**src/rtl/rv_pkg.sv**
```systemverilog
// Shared RV32I decode constants, issue FSM encoding and instruction field helpers
// used by the ALU issue front end and its register file.
package rv_pkg;

    localparam logic [6:0] OPC_OP    = 7'b0110011;
    localparam logic [6:0] OPC_OPIMM = 7'b0010011;

    typedef enum logic [1:0] {
        ST_IDLE = 2'd0,
        ST_EXEC = 2'd1,
        ST_WB   = 2'd2
    } state_e;

    function automatic logic [6:0] get_opcode(input logic [31:0] w);
        return w[6:0];
    endfunction

    function automatic logic [4:0] get_rd(input logic [31:0] w);
        return w[11:7];
    endfunction

    function automatic logic [4:0] get_rs1(input logic [31:0] w);
        return w[19:15];
    endfunction

    function automatic logic [4:0] get_rs2(input logic [31:0] w);
        return w[24:20];
    endfunction

    function automatic logic [2:0] get_funct3(input logic [31:0] w);
        return w[14:12];
    endfunction

    function automatic logic [6:0] get_funct7(input logic [31:0] w);
        return w[31:25];
    endfunction

    function automatic logic [31:0] get_iimm(input logic [31:0] w);
        return {{20{w[31]}}, w[31:20]};
    endfunction

endpackage

```
**src/rtl/rv_alu_issue_if.sv**
```systemverilog
// Instruction handshake, ALU operand/control and retire signals of rv_alu_issue.
// master is the issue block, slave is the fetch/ALU/retire environment.
interface rv_alu_issue_if;

    logic        instr_valid;
    logic        instr_ready;
    logic [31:0] instr;
    logic [31:0] instruction;
    logic [31:0] ALUVAL1;
    logic [31:0] ALUREGVAl2;
    logic [31:0] Iimm;
    logic [2:0]  funct3;
    logic [6:0]  funct7;
    logic        ALUReg;
    logic        ALUImmediate;
    logic [31:0] ALUOut;
    logic        retire_valid;
    logic [4:0]  retire_rd;
    logic [31:0] retire_data;
    logic        illegal;

    modport master (
        input  instr_valid, instr, ALUOut,
        output instr_ready, instruction, ALUVAL1, ALUREGVAl2, Iimm, funct3, funct7,
               ALUReg, ALUImmediate, retire_valid, retire_rd, retire_data, illegal
    );

    modport slave (
        output instr_valid, instr, ALUOut,
        input  instr_ready, instruction, ALUVAL1, ALUREGVAl2, Iimm, funct3, funct7,
               ALUReg, ALUImmediate, retire_valid, retire_rd, retire_data, illegal
    );

endinterface

```
**src/rtl/rv_regfile.sv**
```systemverilog
// 32x32 integer register file: two operand read ports, one debug read port and a
// single synchronous write port; x0 is never written and always reads zero.
module rv_regfile (
    input  logic        clk,
    input  logic        resetn,
    input  logic        we,
    input  logic [4:0]  waddr,
    input  logic [31:0] wdata,
    input  logic [4:0]  raddr1,
    output logic [31:0] rdata1,
    input  logic [4:0]  raddr2,
    output logic [31:0] rdata2,
    input  logic [4:0]  dbg_addr,
    output logic [31:0] dbg_data
);

    logic [31:0] regs_q [32];
    logic [31:0] regs_d [32];

    assign rdata1   = (raddr1   == 5'd0) ? 32'd0 : regs_q[raddr1];
    assign rdata2   = (raddr2   == 5'd0) ? 32'd0 : regs_q[raddr2];
    assign dbg_data = (dbg_addr == 5'd0) ? 32'd0 : regs_q[dbg_addr];

    // Next register contents: apply the write unless it targets x0.
    always_comb begin
        regs_d = regs_q;
        if (we && (waddr != 5'd0)) begin
            regs_d[waddr] = wdata;
        end else begin
            regs_d[0] = 32'd0;
        end
    end

    // Register storage with asynchronous clear of all entries.
    always_ff @(posedge clk or negedge resetn) begin
        if (!resetn) begin
            for (int i = 0; i < 32; i++) begin
                regs_q[i] <= 32'd0;
            end
        end else begin
            regs_q <= regs_d;
        end
    end

endmodule

```
**src/rtl/rv_alu_issue.sv**
```systemverilog
// Single-issue RV32I ALU front end: accepts OP/OP-IMM words, drives an external
// combinational ALU from latched operands, captures its result and writes it back.
module rv_alu_issue
    import rv_pkg::*;
(
    input  logic           clk,
    input  logic           resetn,
    rv_alu_issue_if.master bus,
    input  logic [4:0]     dbg_addr,
    output logic [31:0]    dbg_data
);

    state_e      state_q, state_d;
    logic        instr_ready_q, instr_ready_d;
    logic [31:0] instruction_q, instruction_d;
    logic [31:0] val1_q, val1_d;
    logic [31:0] val2_q, val2_d;
    logic [31:0] iimm_q, iimm_d;
    logic [2:0]  funct3_q, funct3_d;
    logic [6:0]  funct7_q, funct7_d;
    logic        alu_reg_q, alu_reg_d;
    logic        alu_imm_q, alu_imm_d;
    logic        retire_valid_q, retire_valid_d;
    logic [4:0]  retire_rd_q, retire_rd_d;
    logic [31:0] retire_data_q, retire_data_d;
    logic        illegal_q, illegal_d;

    logic        is_op_s, is_opimm_s, is_shift_s, rf_we_s;
    logic [2:0]  instr_f3_s;
    logic [4:0]  rs1_addr_s, rs2_addr_s;
    logic [31:0] rs1_data_s, rs2_data_s;

    assign instr_f3_s = get_funct3(bus.instr);
    assign is_op_s    = (get_opcode(bus.instr) == OPC_OP);
    assign is_opimm_s = (get_opcode(bus.instr) == OPC_OPIMM);
    // OP-IMM shifts carry the arithmetic/logical select in the funct7 field.
    assign is_shift_s = is_opimm_s && (instr_f3_s[1:0] == 2'b01);
    assign rs1_addr_s = get_rs1(bus.instr);
    assign rs2_addr_s = get_rs2(bus.instr);
    assign rf_we_s    = (state_q == ST_WB);

    rv_regfile u_regfile (
        .clk      (clk),
        .resetn   (resetn),
        .we       (rf_we_s),
        .waddr    (retire_rd_q),
        .wdata    (retire_data_q),
        .raddr1   (rs1_addr_s),
        .rdata1   (rs1_data_s),
        .raddr2   (rs2_addr_s),
        .rdata2   (rs2_data_s),
        .dbg_addr (dbg_addr),
        .dbg_data (dbg_data)
    );

    // Next-state and next-output computation for the IDLE/EXEC/WB issue sequence.
    always_comb begin
        state_d        = state_q;
        instr_ready_d  = instr_ready_q;
        instruction_d  = instruction_q;
        val1_d         = val1_q;
        val2_d         = val2_q;
        iimm_d         = iimm_q;
        funct3_d       = funct3_q;
        funct7_d       = funct7_q;
        alu_reg_d      = alu_reg_q;
        alu_imm_d      = alu_imm_q;
        retire_valid_d = 1'b0;
        retire_rd_d    = retire_rd_q;
        retire_data_d  = retire_data_q;
        illegal_d      = 1'b0;
        case (state_q)
            ST_IDLE: begin
                if (bus.instr_valid && instr_ready_q) begin
                    if (is_op_s || is_opimm_s) begin
                        state_d       = ST_EXEC;
                        instr_ready_d = 1'b0;
                        instruction_d = bus.instr;
                        val1_d        = rs1_data_s;
                        val2_d        = is_op_s ? rs2_data_s : 32'd0;
                        iimm_d        = get_iimm(bus.instr);
                        funct3_d      = instr_f3_s;
                        funct7_d      = (is_op_s || is_shift_s) ? get_funct7(bus.instr) : 7'd0;
                        alu_reg_d     = is_op_s;
                        alu_imm_d     = is_opimm_s;
                    end else begin
                        illegal_d     = 1'b1;
                        instr_ready_d = 1'b1;
                    end
                end else begin
                    instr_ready_d = 1'b1;
                end
            end
            ST_EXEC: begin
                state_d        = ST_WB;
                retire_valid_d = 1'b1;
                retire_rd_d    = get_rd(instruction_q);
                retire_data_d  = bus.ALUOut;
            end
            ST_WB: begin
                state_d       = ST_IDLE;
                instr_ready_d = 1'b1;
                alu_reg_d     = 1'b0;
                alu_imm_d     = 1'b0;
            end
            default: begin
                state_d       = ST_IDLE;
                instr_ready_d = 1'b0;
                alu_reg_d     = 1'b0;
                alu_imm_d     = 1'b0;
            end
        endcase
    end

    // FSM state and all registered outputs, cleared asynchronously.
    always_ff @(posedge clk or negedge resetn) begin
        if (!resetn) begin
            state_q        <= ST_IDLE;
            instr_ready_q  <= 1'b0;
            instruction_q  <= 32'd0;
            val1_q         <= 32'd0;
            val2_q         <= 32'd0;
            iimm_q         <= 32'd0;
            funct3_q       <= 3'd0;
            funct7_q       <= 7'd0;
            alu_reg_q      <= 1'b0;
            alu_imm_q      <= 1'b0;
            retire_valid_q <= 1'b0;
            retire_rd_q    <= 5'd0;
            retire_data_q  <= 32'd0;
            illegal_q      <= 1'b0;
        end else begin
            state_q        <= state_d;
            instr_ready_q  <= instr_ready_d;
            instruction_q  <= instruction_d;
            val1_q         <= val1_d;
            val2_q         <= val2_d;
            iimm_q         <= iimm_d;
            funct3_q       <= funct3_d;
            funct7_q       <= funct7_d;
            alu_reg_q      <= alu_reg_d;
            alu_imm_q      <= alu_imm_d;
            retire_valid_q <= retire_valid_d;
            retire_rd_q    <= retire_rd_d;
            retire_data_q  <= retire_data_d;
            illegal_q      <= illegal_d;
        end
    end

    assign bus.instr_ready  = instr_ready_q;
    assign bus.instruction  = instruction_q;
    assign bus.ALUVAL1      = val1_q;
    assign bus.ALUREGVAl2   = val2_q;
    assign bus.Iimm         = iimm_q;
    assign bus.funct3       = funct3_q;
    assign bus.funct7       = funct7_q;
    assign bus.ALUReg       = alu_reg_q;
    assign bus.ALUImmediate = alu_imm_q;
    assign bus.retire_valid = retire_valid_q;
    assign bus.retire_rd    = retire_rd_q;
    assign bus.retire_data  = retire_data_q;
    assign bus.illegal      = illegal_q;

endmodule

```
**src/flat_wrapper.sv**
```systemverilog
// flat-port wrapper written by rule: the top's interface ports become plain ports
module rv_alu_issue_flat import rv_pkg::*;
  (clk, resetn, dbg_addr, dbg_data, bus_instr_valid, bus_instr, bus_ALUOut, bus_instr_ready, bus_instruction, bus_ALUVAL1, bus_ALUREGVAl2, bus_Iimm, bus_funct3, bus_funct7, bus_ALUReg, bus_ALUImmediate, bus_retire_valid, bus_retire_rd, bus_retire_data, bus_illegal);
  rv_alu_issue_if bus_i ();
  input  logic clk;
  input  logic resetn;
  input  logic [4:0] dbg_addr;
  output logic [31:0] dbg_data;
  input wire logic [$bits(bus_i.instr_valid)-1:0] bus_instr_valid;
  input wire logic [$bits(bus_i.instr)-1:0] bus_instr;
  input wire logic [$bits(bus_i.ALUOut)-1:0] bus_ALUOut;
  output wire logic [$bits(bus_i.instr_ready)-1:0] bus_instr_ready;
  output wire logic [$bits(bus_i.instruction)-1:0] bus_instruction;
  output wire logic [$bits(bus_i.ALUVAL1)-1:0] bus_ALUVAL1;
  output wire logic [$bits(bus_i.ALUREGVAl2)-1:0] bus_ALUREGVAl2;
  output wire logic [$bits(bus_i.Iimm)-1:0] bus_Iimm;
  output wire logic [$bits(bus_i.funct3)-1:0] bus_funct3;
  output wire logic [$bits(bus_i.funct7)-1:0] bus_funct7;
  output wire logic [$bits(bus_i.ALUReg)-1:0] bus_ALUReg;
  output wire logic [$bits(bus_i.ALUImmediate)-1:0] bus_ALUImmediate;
  output wire logic [$bits(bus_i.retire_valid)-1:0] bus_retire_valid;
  output wire logic [$bits(bus_i.retire_rd)-1:0] bus_retire_rd;
  output wire logic [$bits(bus_i.retire_data)-1:0] bus_retire_data;
  output wire logic [$bits(bus_i.illegal)-1:0] bus_illegal;
  assign bus_i.instr_valid = bus_instr_valid;
  assign bus_i.instr = bus_instr;
  assign bus_i.ALUOut = bus_ALUOut;
  assign bus_instr_ready = bus_i.instr_ready;
  assign bus_instruction = bus_i.instruction;
  assign bus_ALUVAL1 = bus_i.ALUVAL1;
  assign bus_ALUREGVAl2 = bus_i.ALUREGVAl2;
  assign bus_Iimm = bus_i.Iimm;
  assign bus_funct3 = bus_i.funct3;
  assign bus_funct7 = bus_i.funct7;
  assign bus_ALUReg = bus_i.ALUReg;
  assign bus_ALUImmediate = bus_i.ALUImmediate;
  assign bus_retire_valid = bus_i.retire_valid;
  assign bus_retire_rd = bus_i.retire_rd;
  assign bus_retire_data = bus_i.retire_data;
  assign bus_illegal = bus_i.illegal;
  rv_alu_issue u_core (.clk(clk), .resetn(resetn), .bus(bus_i), .dbg_addr(dbg_addr), .dbg_data(dbg_data));
endmodule
```
**config.mk**
```make
export PLATFORM = sky130hd
export DESIGN_NAME = rv_alu_issue_flat
export DESIGN_NICKNAME = d
export VERILOG_FILES = /design/src/rtl/rv_pkg.sv /design/src/rtl/rv_alu_issue_if.sv /design/src/rtl/rv_regfile.sv /design/src/rtl/rv_alu_issue.sv /design/src/flat_wrapper.sv
export SDC_FILE = /design/constraint.sdc
export NUM_CORES = 2
export LEC_CHECK = 0
export BUFFER_PORTS_ARGS = -buffer_cell sky130_fd_sc_hd__buf_2
export CAP_MARGIN = 5
export CORE_MARGIN = 2
export CORE_UTILIZATION = 63
export DETAILED_ROUTE_END_ITERATION = 7
export PLACE_DENSITY = 0.81
export SLEW_MARGIN = 30
export SYNTH_ARGS = -nofsm -noshare
export SYNTH_HDL_FRONTEND = slang
export SYNTH_SLANG_ARGS = --single-unit
```
**constraint.sdc**
```tcl
create_clock -name clk -period 2.75 [get_ports clk]
set_input_delay 0.275 -clock clk [delete_from_list [all_inputs] [get_ports clk]]
set_output_delay 0.275 -clock clk [all_outputs]
set_load 0.005 [all_outputs]
```
==> summary.md <==
| Metric | Value |
|---|---|
| Status | complete, but fails checks |
| Violated checks | negative setup slack |
| Synthesized net count | 4,507 |
| Worst r2r src | u_core.state_q[0]$_DFFE_PN0P_ |
| Post-synthesis sequential area ratio | 43.4% |
| Synth Instances | 4,435 |
| Core Rows | 120 |
| GRT Total Usage | 40.5% |
| WP data arrival | 2.51 ns |
| Largest net degree at the start of global routing | 83 |
| Achievable frequency | 359 MHz |
| # clock sinks | 1,171 |
| Leakage Power | 36.2 nW |
| Reg clk slew, reported paths | 0.06 ns |
| CP Class | register to output pin |
| Worst reg2reg setup slack | 0.11 ns |
| Minimum clock period | 2.78 ns |
| Largest family of logic cells by synthesized area | multiplexers |
| Core area | 107,000 um2 |
| Area growth syn-to-layout | 15.6% |
| FF-to-FF path depth | 6 |
| Yosys warnings | 0 |
| Detailed placement HPWL | 134 mm |
| Synth unique cells | 53 |
| Final ANT Viol Nets | 0 |
| Die H | 331 um |
| # DRC | 0 |
| Crit share post-route | 101% |
| Post-Synth Simple-Gate Area | 2.92% |
| Via count | 47,984 |
| CTS Root Cell | clkbuf_16 |
| Mux contribution to synthesized area | 46.3% |
| Layout cell share with drive strength beyond 1 | 53.4% |
| Hold Crit Class | input port to asynchronous set/reset pin |
| Final WL | 221 mm |
| Yosys top cell by area | dfrtp_1 |
| Setup TNS | -0.134 ns |
| Top cells by area, synth | dfrtp_1 43%, mux4_2 27%, mux2_2 13% |
| Synth Cell Area | 67,500 um2 |
| Slew margin rel. | 35.4% |
| Required @ worst endpoint | 2.48 ns |
| Initial core utilization | 63.2% |
| Post-synth EDFFs | 0 |
| Max-slew violation count | 0 |
| Post-synthesis register bit count | 1,171 |
| RSZ-0062 raised after global routing | true |
| Critical Path Sink Type | output pin |
| Peak VDD IR | 0.000505 V |
| CTS HTree Levels | 3 |
| Synth top area share | 43.4% |
| Maxcap violations | 0 |
| Synth Area in Adders | 0% |
| Power Density | 494 nW/um2 |
| Worst Tran Pin Value | 0.969 ns |
| Antenna violations before repair | 4 |
| Reg2Reg Capture Point | u_core.u_regfile.regs_q[116]$_DFFE_PN0P_ |
| Top FF cell, synth | dfrtp_1 |
| Async S/R FF share, synth | 100% |
| DR pass1 iterations | 6 |
| Die ar. | 110,000 um2 |
| Count leader, synth | dfrtp_1 |
| Total power | 38.6 mW |
| Xor/xnor share of the synthesized area | 0% |
| CTS tree | done |
| Port Buffer Count | 283 |
| I/O Pins | 284 |
| Number of global-route vias before repair | 49,277 |
| Syn_area_per_cell | 15.2 um2 |
| Setup Skew | 0.0280 ns |
| Global placement routability congestion | 0.904 |
| Synth Area in Compound Gates | 3.65% |
| Startpoint types | register |
| CTS max path bufs | 3 |
| First-pass GRT wire length | 327 mm |
| Avg WL per Cell | 35.1 um |
| GRT overflow | 0 |
| Crit path max fanout | 4 |
| Clk Latency, worst-skew pair | 0.75 ns |
| DRT iter0 DRCs | 6,542 |
| Setup Viol. Count Final | 9 |
| Final hold violations | 0 |
| Die Wd | 331 um |
| Cts bufs inserted | 121 |
| Nets@finish | 4,856 |
| Final worst slack | -0.0333 ns |
| Post-synth top cells | 1,171 x dfrtp_1, 820 x mux4_2, 792 x mux2_2 |
| Via-per-instance ratio | 7.63 |
-- power by group --
group / switching (mW) / internal, mW
sequential: 0.654 / 17.4
combinational: 1.90 / 1.28
clock: 7.28 / 10.0
total: 9.83 / 28.7
-- layout make-up --
cell class | count | area, um2
Clock inverter | 45 | 534
Clock buffer | 177 | 3660
Inverter | 36 | 135
Tap cell | 1403 | 1760
Sequential cell | 1171 | 29300
Fill cell | 6430 | 28700
Antenna cell | 1 | 2.50
Timing Repair Buffer | 743 | 6510
Multi-Input combinational cell | 2711 | 36100
-- metrics by stage --
stage,hold WS (ns),setup slack (ns),area [um2],instances,util [%]
after floorplan,-0.0206,0.363,67500,4435,-
after global placement,0.268,0.105,72300,5906,67.7
after detailed placement,0.267,0.0897,72300,5907,67.8
after CTS,0.0791,-0.0510,77500,6226,72.6
after global routing,0.138,-0.0640,78000,6286,73.1
final,0.103,-0.0333,78000,6287,73.1
-- layout by cell type, fill, tap and decap left out, drive strengths merged, types with 3 or more instances in the layout --
cell type and n:
inv 40, mux2i 53, clkinvlp 7, mux2 1089, dlygate4sd3 52, bufinv 9
nand3b 3, buf 691, and2 39, a211o 4, o21ai 65, nor3b 3
nor2 40, nand2 182, nor4 22, clkinv 25, nand2b 9, dfrtp 1171
mux4 820, a22o 30, a22oi 51, nand3 21, o22ai 25, a211oi 67
nor2b 66, clkbuf 177, a21o 22, a21oi 35, o2bb2ai 5, a221o 30
o211ai 3, nor3 6
-- kinds of logic (layout without fill, tap and decap cells) --
kind of cell | Yosys count | after routing
and+or+nand+nor | 401 | 401
buffers and inverters | 553 | 1001
AOI/OAI and AO/OA | 348 | 348
muxes | 1962 | 1962
other | 0 | 1
DFF | 1171 | 1171
-- how the worst max path moves through the flow --
stage | depth (start not counted) | slack, ns | startpoint | end
CTS | 5 | -0.05 | u_core.u_regfile.regs_q[141]$_DFFE_PN0P_ | dbg_data[13]
floorplan | 7 | 0.36 | dbg_addr[0] | dbg_data[21]
global route | 5 | -0.06 | u_core.u_regfile.regs_q[141]$_DFFE_PN0P_ | dbg_data[13]
detailed placement | 8 | 0.09 | dbg_addr[0] | dbg_data[24]
global placement | 8 | 0.10 | dbg_addr[0] | dbg_data[24]
finish | 5 | -0.03 | u_core.u_regfile.regs_q[414]$_DFFE_PN0P_ | dbg_data[30]
-- registers in the layout (all words and copies together), names as in the netlist --
register                 cells
u_core.u_regfile.regs_q   1024
u_core.bus.ALUREGVAl2       32
u_core.bus.ALUVAL1          32
u_core.bus.retire_data      32
u_core.bus.instruction      18
u_core.bus.Iimm             12
u_core.bus.funct7            7
u_core.bus.retire_rd         5
u_core.bus.funct3            2
u_core.state_q               2
u_core.bus.ALUImmediate      1
u_core.bus.ALUReg            1
u_core.bus.illegal           1
u_core.bus.instr_ready       1
u_core.bus.retire_valid      1
-- critical path: stages (launching register included) --
cell and delay [ns]:
dfrtp_1 0.42, mux4_2 0.48, mux4_2 0.48, nand2_1 0.10
o21ai_2 0.12, buf_2 0.16
-- metal layers --
layer  global-route usage [%]  vias to the layer above  wire length, um
li1                         -                    18144                -
met2                     59.3                     3956            99500
met1                     52.5                    24972            75800
met3                     13.2                      902            29500
met4                     26.5                       10            16000
met5                        0                        -               75
-- timing repair --
action | 4_1_cts | 5_1_grt
setup endpoints to repair | 18 | 23
endpoints found under the hold margin | 324 | 0
hold buffers | 52 | 0
resized for setup | 26 | 17
setup buffers | 45 | 60
Power figures use the tool's default switching activity.
